`src/rtl/vga_timing_gen_pkg.sv`:
```
// rtl/vga_timing_gen_pkg.sv - shared VGA 640x480@60 timing constants
// Purpose: timing geometry shared by the timing generator and the screen
//          renderers, plus the coordinate width and a divider-width helper.
// Ports:   none (package).
package vga_timing_gen_pkg;

  localparam int COORD_W = 10;

  localparam int H_DISPLAY = 640;
  localparam int H_FRONT   = 16;
  localparam int H_SYNC    = 96;
  localparam int H_BACK    = 48;
  localparam int H_TOTAL   = H_DISPLAY + H_FRONT + H_SYNC + H_BACK;

  localparam int V_DISPLAY = 480;
  localparam int V_FRONT   = 10;
  localparam int V_SYNC    = 2;
  localparam int V_BACK    = 33;
  localparam int V_TOTAL   = V_DISPLAY + V_FRONT + V_SYNC + V_BACK;

  // Sync windows are inclusive on both ends.
  localparam int HSYNC_START = H_DISPLAY + H_FRONT;
  localparam int HSYNC_END   = HSYNC_START + H_SYNC - 1;
  localparam int VSYNC_START = V_DISPLAY + V_FRONT;
  localparam int VSYNC_END   = VSYNC_START + V_SYNC - 1;

  localparam int CLK_DIV = 4;

  // Width of a counter that cycles through 0..n-1, never less than one bit.
  function automatic int div_width(input int n);
    return (n <= 2) ? 1 : $clog2(n);
  endfunction

endpackage

```
`src/rtl/pix_tick_div.sv`:
```
// rtl/pix_tick_div.sv - pixel-rate enable divider
// Purpose: free-running CLK_DIV counter producing a registered one-cycle
//          pixel enable every CLK_DIV system clocks.
// Ports:   clk_100MHz (in)  system clock
//          reset      (in)  asynchronous, active-high
//          p_tick     (out) pixel enable, first pulse CLK_DIV clocks after reset
module pix_tick_div
  import vga_timing_gen_pkg::*;
#(
  parameter int CLK_DIV = vga_timing_gen_pkg::CLK_DIV
) (
  input  logic clk_100MHz,
  input  logic reset,
  output logic p_tick
);

  localparam int                DIV_W    = div_width(CLK_DIV);
  localparam logic [DIV_W-1:0]  DIV_LAST = DIV_W'(CLK_DIV - 1);
  localparam logic [DIV_W-1:0]  DIV_ONE  = DIV_W'(1);

  logic [DIV_W-1:0] r_div;
  logic             r_p_tick;

  // CLK_DIV is a power of two, so the counter wraps on its own.
  always_ff @(posedge clk_100MHz or posedge reset) begin
    if (reset) begin
      r_div    <= '0;
      r_p_tick <= 1'b0;
    end else begin
      r_div    <= r_div + DIV_ONE;
      r_p_tick <= (r_div == DIV_LAST);
    end
  end

  assign p_tick = r_p_tick;

endmodule

```
`src/rtl/vga_timing_gen.sv`:
```
// rtl/vga_timing_gen.sv - VGA raster timing generator with frame strobes
// Purpose: pixel/line counters, registered syncs and video_on, plus a
//          per-frame strobe, pause-gated game tick and frame counter.
// Ports:   clk_100MHz  (in)  system clock
//          reset       (in)  asynchronous, active-high
//          pause       (in)  suppresses game_tick only
//          p_tick      (out) pixel enable
//          x, y        (out) current pixel column / line
//          video_on    (out) visible-area flag
//          hsync/vsync (out) active-low syncs
//          frame_tick  (out) one-clock pulse entering vertical blank
//          game_tick   (out) frame_tick gated by pause
//          frame_count (out) free-running 8-bit frame counter
module vga_timing_gen #(
  parameter int H_DISPLAY = vga_timing_gen_pkg::H_DISPLAY,
  parameter int H_FRONT   = vga_timing_gen_pkg::H_FRONT,
  parameter int H_SYNC    = vga_timing_gen_pkg::H_SYNC,
  parameter int H_BACK    = vga_timing_gen_pkg::H_BACK,
  parameter int V_DISPLAY = vga_timing_gen_pkg::V_DISPLAY,
  parameter int V_FRONT   = vga_timing_gen_pkg::V_FRONT,
  parameter int V_SYNC    = vga_timing_gen_pkg::V_SYNC,
  parameter int V_BACK    = vga_timing_gen_pkg::V_BACK,
  parameter int CLK_DIV   = vga_timing_gen_pkg::CLK_DIV
) (
  input  logic                                   clk_100MHz,
  input  logic                                   reset,
  input  logic                                   pause,
  output logic                                   p_tick,
  output logic [vga_timing_gen_pkg::COORD_W-1:0] x,
  output logic [vga_timing_gen_pkg::COORD_W-1:0] y,
  output logic                                   video_on,
  output logic                                   hsync,
  output logic                                   vsync,
  output logic                                   frame_tick,
  output logic                                   game_tick,
  output logic [7:0]                             frame_count
);

  localparam int CW = vga_timing_gen_pkg::COORD_W;

  localparam logic [CW-1:0] X_LAST   = CW'(H_DISPLAY + H_FRONT + H_SYNC + H_BACK - 1);
  localparam logic [CW-1:0] Y_LAST   = CW'(V_DISPLAY + V_FRONT + V_SYNC + V_BACK - 1);
  localparam logic [CW-1:0] X_VIS    = CW'(H_DISPLAY);
  localparam logic [CW-1:0] Y_VIS    = CW'(V_DISPLAY);
  localparam logic [CW-1:0] HS_FIRST = CW'(H_DISPLAY + H_FRONT);
  localparam logic [CW-1:0] HS_LAST  = CW'(H_DISPLAY + H_FRONT + H_SYNC - 1);
  localparam logic [CW-1:0] VS_FIRST = CW'(V_DISPLAY + V_FRONT);
  localparam logic [CW-1:0] VS_LAST  = CW'(V_DISPLAY + V_FRONT + V_SYNC - 1);
  localparam logic [CW-1:0] Y_PRE_VB = CW'(V_DISPLAY - 1);
  localparam logic [CW-1:0] CO_ONE   = CW'(1);

  logic          w_p_tick;
  logic          w_x_last;
  logic          w_y_last;
  logic          w_frame_edge;
  logic [CW-1:0] w_x_next;
  logic [CW-1:0] w_y_next;

  logic [CW-1:0] r_x;
  logic [CW-1:0] r_y;
  logic          r_video_on;
  logic          r_hsync;
  logic          r_vsync;
  logic          r_frame_tick;
  logic          r_game_tick;
  logic [7:0]    r_frame_count;

  pix_tick_div #(
    .CLK_DIV    (CLK_DIV)
  ) u_pix_tick_div (
    .clk_100MHz (clk_100MHz),
    .reset      (reset),
    .p_tick     (w_p_tick)
  );

  assign w_x_last = (r_x == X_LAST);
  assign w_y_last = (r_y == Y_LAST);

  // The advancing edge from the last pixel of the last visible line lands
  // the counters on (0, V_DISPLAY): the start of vertical blank.
  assign w_frame_edge = w_p_tick && w_x_last && (r_y == Y_PRE_VB);

  always_comb begin
    w_x_next = r_x;
    w_y_next = r_y;
    if (w_p_tick) begin
      if (w_x_last) begin
        w_x_next = '0;
        w_y_next = w_y_last ? '0 : (r_y + CO_ONE);
      end else begin
        w_x_next = r_x + CO_ONE;
      end
    end
  end

  // Decode from the next-state counters so syncs and video_on always
  // describe the x/y that are on the outputs in the same cycle.
  always_ff @(posedge clk_100MHz or posedge reset) begin
    if (reset) begin
      r_x           <= '0;
      r_y           <= '0;
      r_video_on    <= 1'b1;
      r_hsync       <= 1'b1;
      r_vsync       <= 1'b1;
      r_frame_tick  <= 1'b0;
      r_game_tick   <= 1'b0;
      r_frame_count <= '0;
    end else begin
      r_x          <= w_x_next;
      r_y          <= w_y_next;
      r_video_on   <= (w_x_next < X_VIS) && (w_y_next < Y_VIS);
      r_hsync      <= !((w_x_next >= HS_FIRST) && (w_x_next <= HS_LAST));
      r_vsync      <= !((w_y_next >= VS_FIRST) && (w_y_next <= VS_LAST));
      r_frame_tick <= w_frame_edge;
      r_game_tick  <= w_frame_edge && !pause;
      if (w_frame_edge) begin
        r_frame_count <= r_frame_count + 8'd1;
      end
    end
  end

  assign p_tick      = w_p_tick;
  assign x           = r_x;
  assign y           = r_y;
  assign video_on    = r_video_on;
  assign hsync       = r_hsync;
  assign vsync       = r_vsync;
  assign frame_tick  = r_frame_tick;
  assign game_tick   = r_game_tick;
  assign frame_count = r_frame_count;

endmodule

```
`config.mk`:
```
export PLATFORM = sky130hd
export DESIGN_NAME = vga_timing_gen
export DESIGN_NICKNAME = d
export VERILOG_FILES = /design/src/rtl/vga_timing_gen_pkg.sv /design/src/rtl/pix_tick_div.sv /design/src/rtl/vga_timing_gen.sv
export SDC_FILE = /design/constraint.sdc
export NUM_CORES = 1
export LEC_CHECK = 0
export ABC_AREA = 0
export CORE_MARGIN = 1
export CORE_UTILIZATION = 54
export CTS_BUF_LIST = sky130_fd_sc_hd__clkbuf_8 sky130_fd_sc_hd__clkbuf_16
export CTS_CLUSTER_SIZE = 25
export DETAILED_ROUTE_END_ITERATION = 10
export PLACE_DENSITY = 0.84
export SLEW_MARGIN = 20
export SYNTH_ARGS = -nofsm -noshare
export SYNTH_HDL_FRONTEND = slang
export SYNTH_SLANG_ARGS = --single-unit
```
`constraint.sdc`:
```
create_clock -name clk_100MHz -period 2.62 [get_ports clk_100MHz]
set_input_delay 0.655 -clock clk_100MHz [delete_from_list [all_inputs] [get_ports clk_100MHz]]
set_output_delay 0.655 -clock clk_100MHz [all_outputs]
set_load 0.02 [all_outputs]
```
# Word-level counts from Yosys, hierarchy flattened
# Cells that the tools add are included.
# Widths: inputs -> output; s select.
[word_totals]
elab_cells = 38
input_bits = 3
reg_bits = 36
[op_classes]
muxes = 5
eq_ne = 4
order_cmp = 6
add_sub_neg = 4
n_reduce_logical = 9
[ops]
columns = ["op", "n"]
rows = [
  ["$mux 10", 5],
  ["$add 10x1->10 const B", 2],
  ["$eq 10x10->1 const B", 2],
  ["$eq 10x9->1 const B", 1],
  ["$ge 10x10->1 const B", 1],
  ["$ge 10x9->1 const B", 1],
  ["$le 10x10->1 const B", 1],
  ["$le 10x9->1 const B", 1],
  ["$lt 10x10->1 const B", 1],
  ["$lt 10x9->1 const B", 1],
  ["$add 8x1->8 const B", 1],
  ["$logic_and 1x1->1", 6],
  ["$logic_not 1->1", 3],
  ["$add 2x1->2 const B", 1],
  ["$eq 2x2->1 const B", 1],
]

# Logic depth before layout (Yosys ltp)
# Gate-level depths: netlist of the first run.
[depth]
word_depth = 7
ltp_mapped = 8

# Hierarchy
# A second synthesis of the first run with hierarchy kept.
[hier_totals]
hier_cells = 194
area_unflattened_um2 = 1973.1
[modules_own_cells]
columns = ["mod", "cells_each", "seq_area_each_um2", "area_per_inst_um2", "instances"]
rows = [
  ["vga_timing_gen", 188, 829.5, 1878.1, 1],
  ["pix_tick_div", 6, 75.1, 95.1, 1],
]

# Worst setup path before layout of the first run
# No wires, ideal clock.
[synth_path]
path_type = "register to register"
start = "reg r_x[0], in the netlist x[0]"
end = "reg r_vsync, in the netlist vsync"
setup_slack_ns = 0.689
t_arrival_ns = 1.837
path_buffers = 0
t_required_ns = 2.526
synth_period_minus_slack_ns = 1.931
path_stages_with_launch = 8
setup_ns = 0.094
cell_sequence = "dfrtp_1 ha_1 and3_2 nand3_1 nor4_1 xor2_1 and4_1 nand3_1"
[synth_between]
elab_chain_len = 6
[synth_lines]
columns = ["element", "line", "text"]
rows = [
  ["start, declared", "vga_timing_gen.sv:59", "logic [CW-1:0] r_x;"],
  ["start signal, assigned", "vga_timing_gen.sv:109", "r_x <= w_x_next;"],
  ["$eq 10x10->1 (*)", "vga_timing_gen.sv:76", "assign w_x_last = (r_x == X_LAST);"],
  ["$mux 10 (*)", "vga_timing_gen.sv:87", "if (w_x_last) begin"],
  ["$mux 10 (*)", "vga_timing_gen.sv:86", "if (w_p_tick) begin"],
  ["net w_y_next[7]", "vga_timing_gen.sv:57", "logic [CW-1:0] w_y_next;"],
  ["$ge 10x9->1 / $le 10x9->1 (equally long branches)", "vga_timing_gen.sv:113", "r_vsync <= !((w_y_next >= VS_FIRST) && (w_y_next <= VS_LAST));"],
  ["$logic_and 1x1->1 (*)", "vga_timing_gen.sv:113", ""],
  ["$logic_not 1->1 (*)", "vga_timing_gen.sv:113", ""],
  ["end signal, assigned", "vga_timing_gen.sv:113", ""],
  ["end, declared", "vga_timing_gen.sv:63", "logic r_vsync;"],
]
# The timed path passes the listed nets; every way through them passes the cells marked *.
# A chain may end at the register's enable or synchronous reset.

# Final worst setup path of the first run
[layout_path]
start = "reg u_pix_tick_div.r_p_tick, in the netlist u_pix_tick_div.p_tick"
end = "out p_tick"
[layout_lines]
columns = ["element", "line", "text"]
rows = [
  ["start, declared", "pix_tick_div.sv:22", "logic r_p_tick;"],
  ["start signal, assigned", "pix_tick_div.sv:31", "r_p_tick <= (r_div == DIV_LAST);"],
  ["end, declared", "vga_timing_gen.sv:28", "output logic p_tick,"],
]
# No word-level cell between the ends.

==> impl_metrics.yaml, run 1 <==
power_and_ir_drop:
  worst_ir_drop_vdd_mv: 0.280
  power_density_nw_per_um2: 413
  leakage_nw: 1.04
drt:
  wl_per_cell_um: 14.7
  vias: 1398
  avgViaCountPerCell: 5.53
  dr.pass1.iters: 4
  post-route-drc-count: 0
  wirelength_um: 3730
  drt_iter0_markers: 35
  postRouteAntennaNets: 0
setup_path:
  critPathKind: "register to output pin"
  cp_slowest_cell: "clkdlybuf4s50_1"
  critical_path_buf_inv_count: 1
  crit_chain: "clkdlybuf4s50_1"
  path_delay_family: "buffers and inverters"
  cp-start-kind: "register"
  slowest_delay_ps: 660
  critPathMaxFanout: 10
  critPathArrivalTime_ps: 1460
  critPathCaptureType: "output pin"
  critPathRequiredTime_ps: 1970
cts:
  cts_tree: "done"
  post-cts-setup-buffers: 0
  path_clk_slew_ps: 60
  postCtsResizedCells: 0
  cts_made_buffers: 5
  clockBufferDepth: 2
  clock_latency_ps: 280
  htree_levels: 2
  cts.sinks: 36
  ctsHoldBuffers: 0
  clockRootBuffer: "clkbuf_8"
job:
  maxCapViolations: 0
placement:
  place_inst: 246
  dp_hpwl_um: 2740
  port_buffers: 36
  gp_congestion: 0.865
final_layout:
  diodes: 0
  syn2layout_area_growth_pct: 28.3
  nFillCells: 233
  finalNonFillerCells: 253
  nets: 217
  drive_gt1_share_pct: 10.5
synth:
  synth-edff-count: 0
  ys_top_cells_by_area: "dfrtp_1, xnor2_1, dfstp_2"
  ys_seq_area_share_pct: 51.6
  ys.flop_type: "dfrtp_1"
  synthCells: 167
  yosys.cell_count.top_type: "dfrtp_1"
  ys_ff_latch: 36
  synth_cell_types: 43
  synth.avg_cell_area_um2: 10.5
  async_reset_ff_share_pct: 100
  yosysWarnings: 0
  ys_top_cells_by_count: "dfrtp_1, nand2_1, inv_1"
  syn_area_um2: 1750
  syn-num-nets: 175
  yosys.area.top_type_share_pct: 47.1
  synth_top_area_cell: "dfrtp_1"
grt:
  grt_pass1_vias: 1355
  grt_pass1_wl_um: 6270
  antenna_found_initial: 0
  grt_max_degree: 37
  globalRouteTotalUtil_pct: 24.6
  grt_overflow: 0
sta:
  finalSetupViolations: 0
  finalSetupTns_ps: 0
  worstMarginPinSlew_ps: 556
  timing.fmax_ghz: 0.474
  period_minus_slack_ps: 2110
  finClkSkew_ps: 5.49
  hold_viol: 0
  max-slew-margin-rel_pct: 62.6
  rsz0062_at_grt: "no"
  min_period_over_period_pct: 80.6
  slew_viol_final: 0
floorplan:
  initial_core_util_pct: 57.0
  die_w_um: 59.0
  die_area_um2: 3480
  io_pins: 37
  row_count: 20
  core-area_um2: 3080
  fp.dieH_um: 59.0
hold_path:
  hold_path_class: "register to register"
outcome:
  run_status: "complete, no violations"
==> layer usage <==
layer,GRT usage (%),vias to the layer above,share of wire [%]
li1,-,663,-
met1,32.3,687,44
met2,38.8,41,49
met3,5.46,7,5.5
met4,11.6,0,1.4
met5,3.17,-,0
==> area by class of cell <==
type                            instances  area (µm²)  share of cell area (%)
Clock buffer                            5        68.8                    3.06
Multi-Input combinational cell        114         783                    34.8
Timing Repair Buffer                   38         375                    16.7
Clock inverter                          2        8.76                   0.390
Tap cell                               44        55.1                    2.45
Sequential cell                        36         905                    40.2
Inverter                               14        52.6                    2.34
==> cell usage in the layout, fill, tap and decap left out, types with 3 or more instances in the layout <==
cell / count
clkbuf_8: 5
clkdlybuf4s50_1: 36
dfrtp_1: 33
dfstp_2: 3
ha_1: 5
inv_1: 15
nand2_1: 17
nand3_1: 11
nand4_1: 6
nor2_1: 4
nor3_1: 8
nor3b_1: 3
nor4_1: 3
o21ai_0: 7
xnor2_1: 10
xor2_1: 8
==> cell families (layout without fill, tap and decap cells) <==
family / after synthesis / in the layout / synth area share (%)
adder cells (fa/ha/maj): 5 / 5 / 3.57
AND/OR/NAND/NOR: 73 / 73 / 25.1
multiplexers: 2 / 2 / 1.21
buffers and inverters: 17 / 59 / 3.71
flip-flops: 36 / 36 / 51.6
AO/OA/AOI/OAI: 16 / 16 / 5.78
XOR/XNOR: 18 / 18 / 8.99
==> registers in the layout, indices dropped and copies added (netlist names) <==
| register | cells |
|---|---|
| x | 10 |
| y | 10 |
| frame_count | 8 |
| u_pix_tick_div.r_div | 2 |
| frame_tick | 1 |
| game_tick | 1 |
| hsync | 1 |
| u_pix_tick_div.p_tick | 1 |
| video_on | 1 |
| vsync | 1 |
==> per-stage QoR <==
step                      area [µm²]  setup WS (ps)  hold WS, ps  power (mW)  utilization (%)
after global routing            2250            408          471       0.960             73.0
after floorplan                 1750            689          401       0.574                -
after global placement          2170            641          419       0.581             70.5
after CTS                       2250            500          440       0.938             73.0
after detailed placement        2170            578          429       0.581             70.5
final                           2250            508          431       0.928             73.0
==> path summary, 6_finish.rpt <==
kind | start | endpoint | slack, ps | cells after the start
worst max-delay path | u_pix_tick_div.p_tick | p_tick | 510 | 1
worst min-delay path | u_pix_tick_div.r_div[0] | u_pix_tick_div.r_div[0] | 430 | 1
worst max register to register | y[7] | vsync | 530 | 6
worst min register to register | u_pix_tick_div.r_div[0] | u_pix_tick_div.r_div[0] | 430 | 1
max in group asynchronous | reset | video_on | 1510 | 3
min in group asynchronous | reset | frame_count[7] | 770 | 3
==> report_power, final <==
part / switching (mW) / total, mW / internal (mW)
Sequential: 0 / 0.556 / 0.556
Clock: 0.181 / 0.357 / 0.177
Combinational: 0.0107 / 0.0144 / 0.00368
Total: 0.191 / 0.928 / 0.736
No activity file was read; power rests on OpenSTA's default activity.
==> run 2: changes to the inputs <==
--- a/config.mk
+++ b/config.mk
@@ -7,11 +7,11 @@
 export LEC_CHECK = 0
 export ABC_AREA = 0
 export CORE_MARGIN = 1
-export CORE_UTILIZATION = 54
+export CORE_UTILIZATION = 50
 export CTS_BUF_LIST = sky130_fd_sc_hd__clkbuf_8 sky130_fd_sc_hd__clkbuf_16
 export CTS_CLUSTER_SIZE = 25
 export DETAILED_ROUTE_END_ITERATION = 10
-export PLACE_DENSITY = 0.84
+export PLACE_DENSITY = 0.79
 export SLEW_MARGIN = 20
 export SYNTH_ARGS = -nofsm -noshare
 export SYNTH_HDL_FRONTEND = slang
==> constraint.sdc (replaced) <==
create_clock -name clk_100MHz -period 2 [get_ports clk_100MHz]
set_input_delay 0.5 -clock clk_100MHz [delete_from_list [all_inputs] [get_ports clk_100MHz]]
set_output_delay 0.5 -clock clk_100MHz [all_outputs]
set_load 0.02 [all_outputs]
==> run 2 against run 1 <==
Net effect:
- global-route usage is 2.5 points lower
- hold slack worse by 7.6 ps
- cell area is 4.8% higher
- via count is 3.9% higher
==> impl_metrics.yaml, run 2 (synthesized netlist as in run 1, its figures left out) <==
outcome:
  run_status: "complete, no violations"
cts:
  cts_tree: "done"
  cts.sinks: 36
  clockRootBuffer: "clkbuf_8"
  htree_levels: 2
  cts_made_buffers: 5
  path_clk_slew_ps: 70
  post-cts-setup-buffers: 0
  clock_latency_ps: 300
  clockBufferDepth: 2
floorplan:
  fp.dieH_um: 61.2
  core-area_um2: 3340
  row_count: 21
  die_w_um: 61.2
  initial_core_util_pct: 52.5
  die_area_um2: 3750
  io_pins: 37
sta:
  slew_viol_final: 0
  worstMarginPinSlew_ps: 439
  finalSetupViolations: 0
  rsz0062_at_grt: "no"
  finalSetupTns_ps: 0
  final.setup.worst_slack_ps: 35.5
  hold_viol: 0
  period_minus_slack_ps: 1960
  min_period_over_period_pct: 98.2
  timing.fmax_ghz: 0.509
  finClkSkew_ps: 7.99
  max-slew-margin-rel_pct: 70.7
drt:
  post-route-drc-count: 0
  dr.pass1.iters: 4
  postRouteAntennaNets: 0
  drt_iter0_markers: 68
  avgViaCountPerCell: 5.50
  vias: 1452
  wl_per_cell_um: 14.2
  wirelength_um: 3740
power_and_ir_drop:
  p_int_mw: 1.10
  power.switching_mw: 0.277
  seqPwrFrac_pct: 52.8
  worst_ir_drop_vdd_mv: 0.366
  power_density_nw_per_um2: 585
  leakage_nw: 1.09
  switching_share_pct: 20.1
  pwr-share-clk_pct: 45.8
  combPwrFrac_pct: 1.4
final_layout:
  drive_gt1_share_pct: 16.1
  nFillCells: 261
  finalNonFillerCells: 264
  diodes: 0
  syn2layout_area_growth_pct: 34.5
  fin_util_pct: 70.6
  nets: 225
  final_common_cell: "clkdlybuf4s50_1"
  layout_common_cells: "clkdlybuf4s50_1, dfrtp_1, nand2_1"
setup_path:
  cp-start-kind: "register"
  critical_path_buf_inv_count: 1
  critPathArrivalTime_ps: 1460
  cp_slowest_cell: "clkdlybuf4s50_1"
  critPathRequiredTime_ps: 1500
  critPathCaptureType: "output pin"
  path_delay_family: "buffers and inverters"
  slowest_delay_ps: 660
  critPathKind: "register to output pin"
  crit_chain: "clkdlybuf4s50_1"
  critPathMaxFanout: 10
grt:
  antenna_found_initial: 0
  grt_overflow: 0
  grt_pass1_wl_um: 5910
  grt_max_degree: 37
  globalRouteTotalUtil_pct: 22.1
  grt_pass1_vias: 1360
hold_path:
  hold_path_class: "register to register"
placement:
  gp_congestion: 0.911
  dp_hpwl_um: 2750
  place_inst: 256
  dp_worst_setup_slack_ps: 75.2
  port_buffers: 36
job:
  maxCapViolations: 0
run 2: cell types whose count changed in the layout (fill, tap and decap cells not counted), sizes merged:
cell	before	now
clkinvlp	0	1
inv	15	14
buf	2	10
bufinv	0	1
run 2: routing by layer:
metal / part of all wire (%) / track usage (%)
met1: 42 / 26.9
met2: 49 / 35.6
met3: 6.8 / 6.09
met4: 2.2 / 12.3
met5: 0 / 0
run 2: what timing repair did:
action                     CTS  global route
gates resized for setup      0             3
setup endpoints to repair    0             5
hold endpoints to repair     0             0
hold buffers                 0             0
run 2: power by group through the flow:
stage          sequential (mW)  clock [mW]  combinational [mW]
6_report                 0.728       0.632              0.0187
5_1_grt                  0.728       0.662              0.0222
4_1_cts                  0.728       0.644              0.0197
3_5_place_dp             0.742           0              0.0199
3_3_place_gp             0.742           0              0.0194
2_1_floorplan            0.742           0              0.0107
run 2: final timing paths:
path                       slack, ps  cells after the start               startpoint                 endpoint
setup / recovery                  40                      1                     y[2]                     y[2]
hold / removal                   420                      1  u_pix_tick_div.r_div[0]  u_pix_tick_div.r_div[0]
setup reg to reg                 140                      7                     x[1]                 video_on
hold reg to reg                  420                      1  u_pix_tick_div.r_div[0]  u_pix_tick_div.r_div[0]
max in group asynchronous       1060                      3                    reset                 video_on
min in group asynchronous        600                      3                    reset  u_pix_tick_div.r_div[1]
run 2: area by class of cell:
class | instances | area, µm² | area share, %
Tap cell | 46 | 57.6 | 2.44
Clock buffer | 5 | 68.8 | 2.92
Sequential cell | 36 | 906 | 38.4
Clock inverter | 3 | 42.5 | 1.80
Timing Repair Buffer | 46 | 435 | 18.5
Multi-Input combinational cell | 114 | 795 | 33.7
Inverter | 14 | 52.6 | 2.23
run 2: metrics by stage:
stage          hold WS [ps]  instance area [µm²]  power [mW]
2_1_floorplan           401                 1750       0.752
3_3_place_gp            412                 2230       0.761
3_5_place_dp            416                 2230       0.762
4_1_cts                 427                 2340        1.39
5_1_grt                 466                 2360        1.41
6_report                423                 2360        1.38
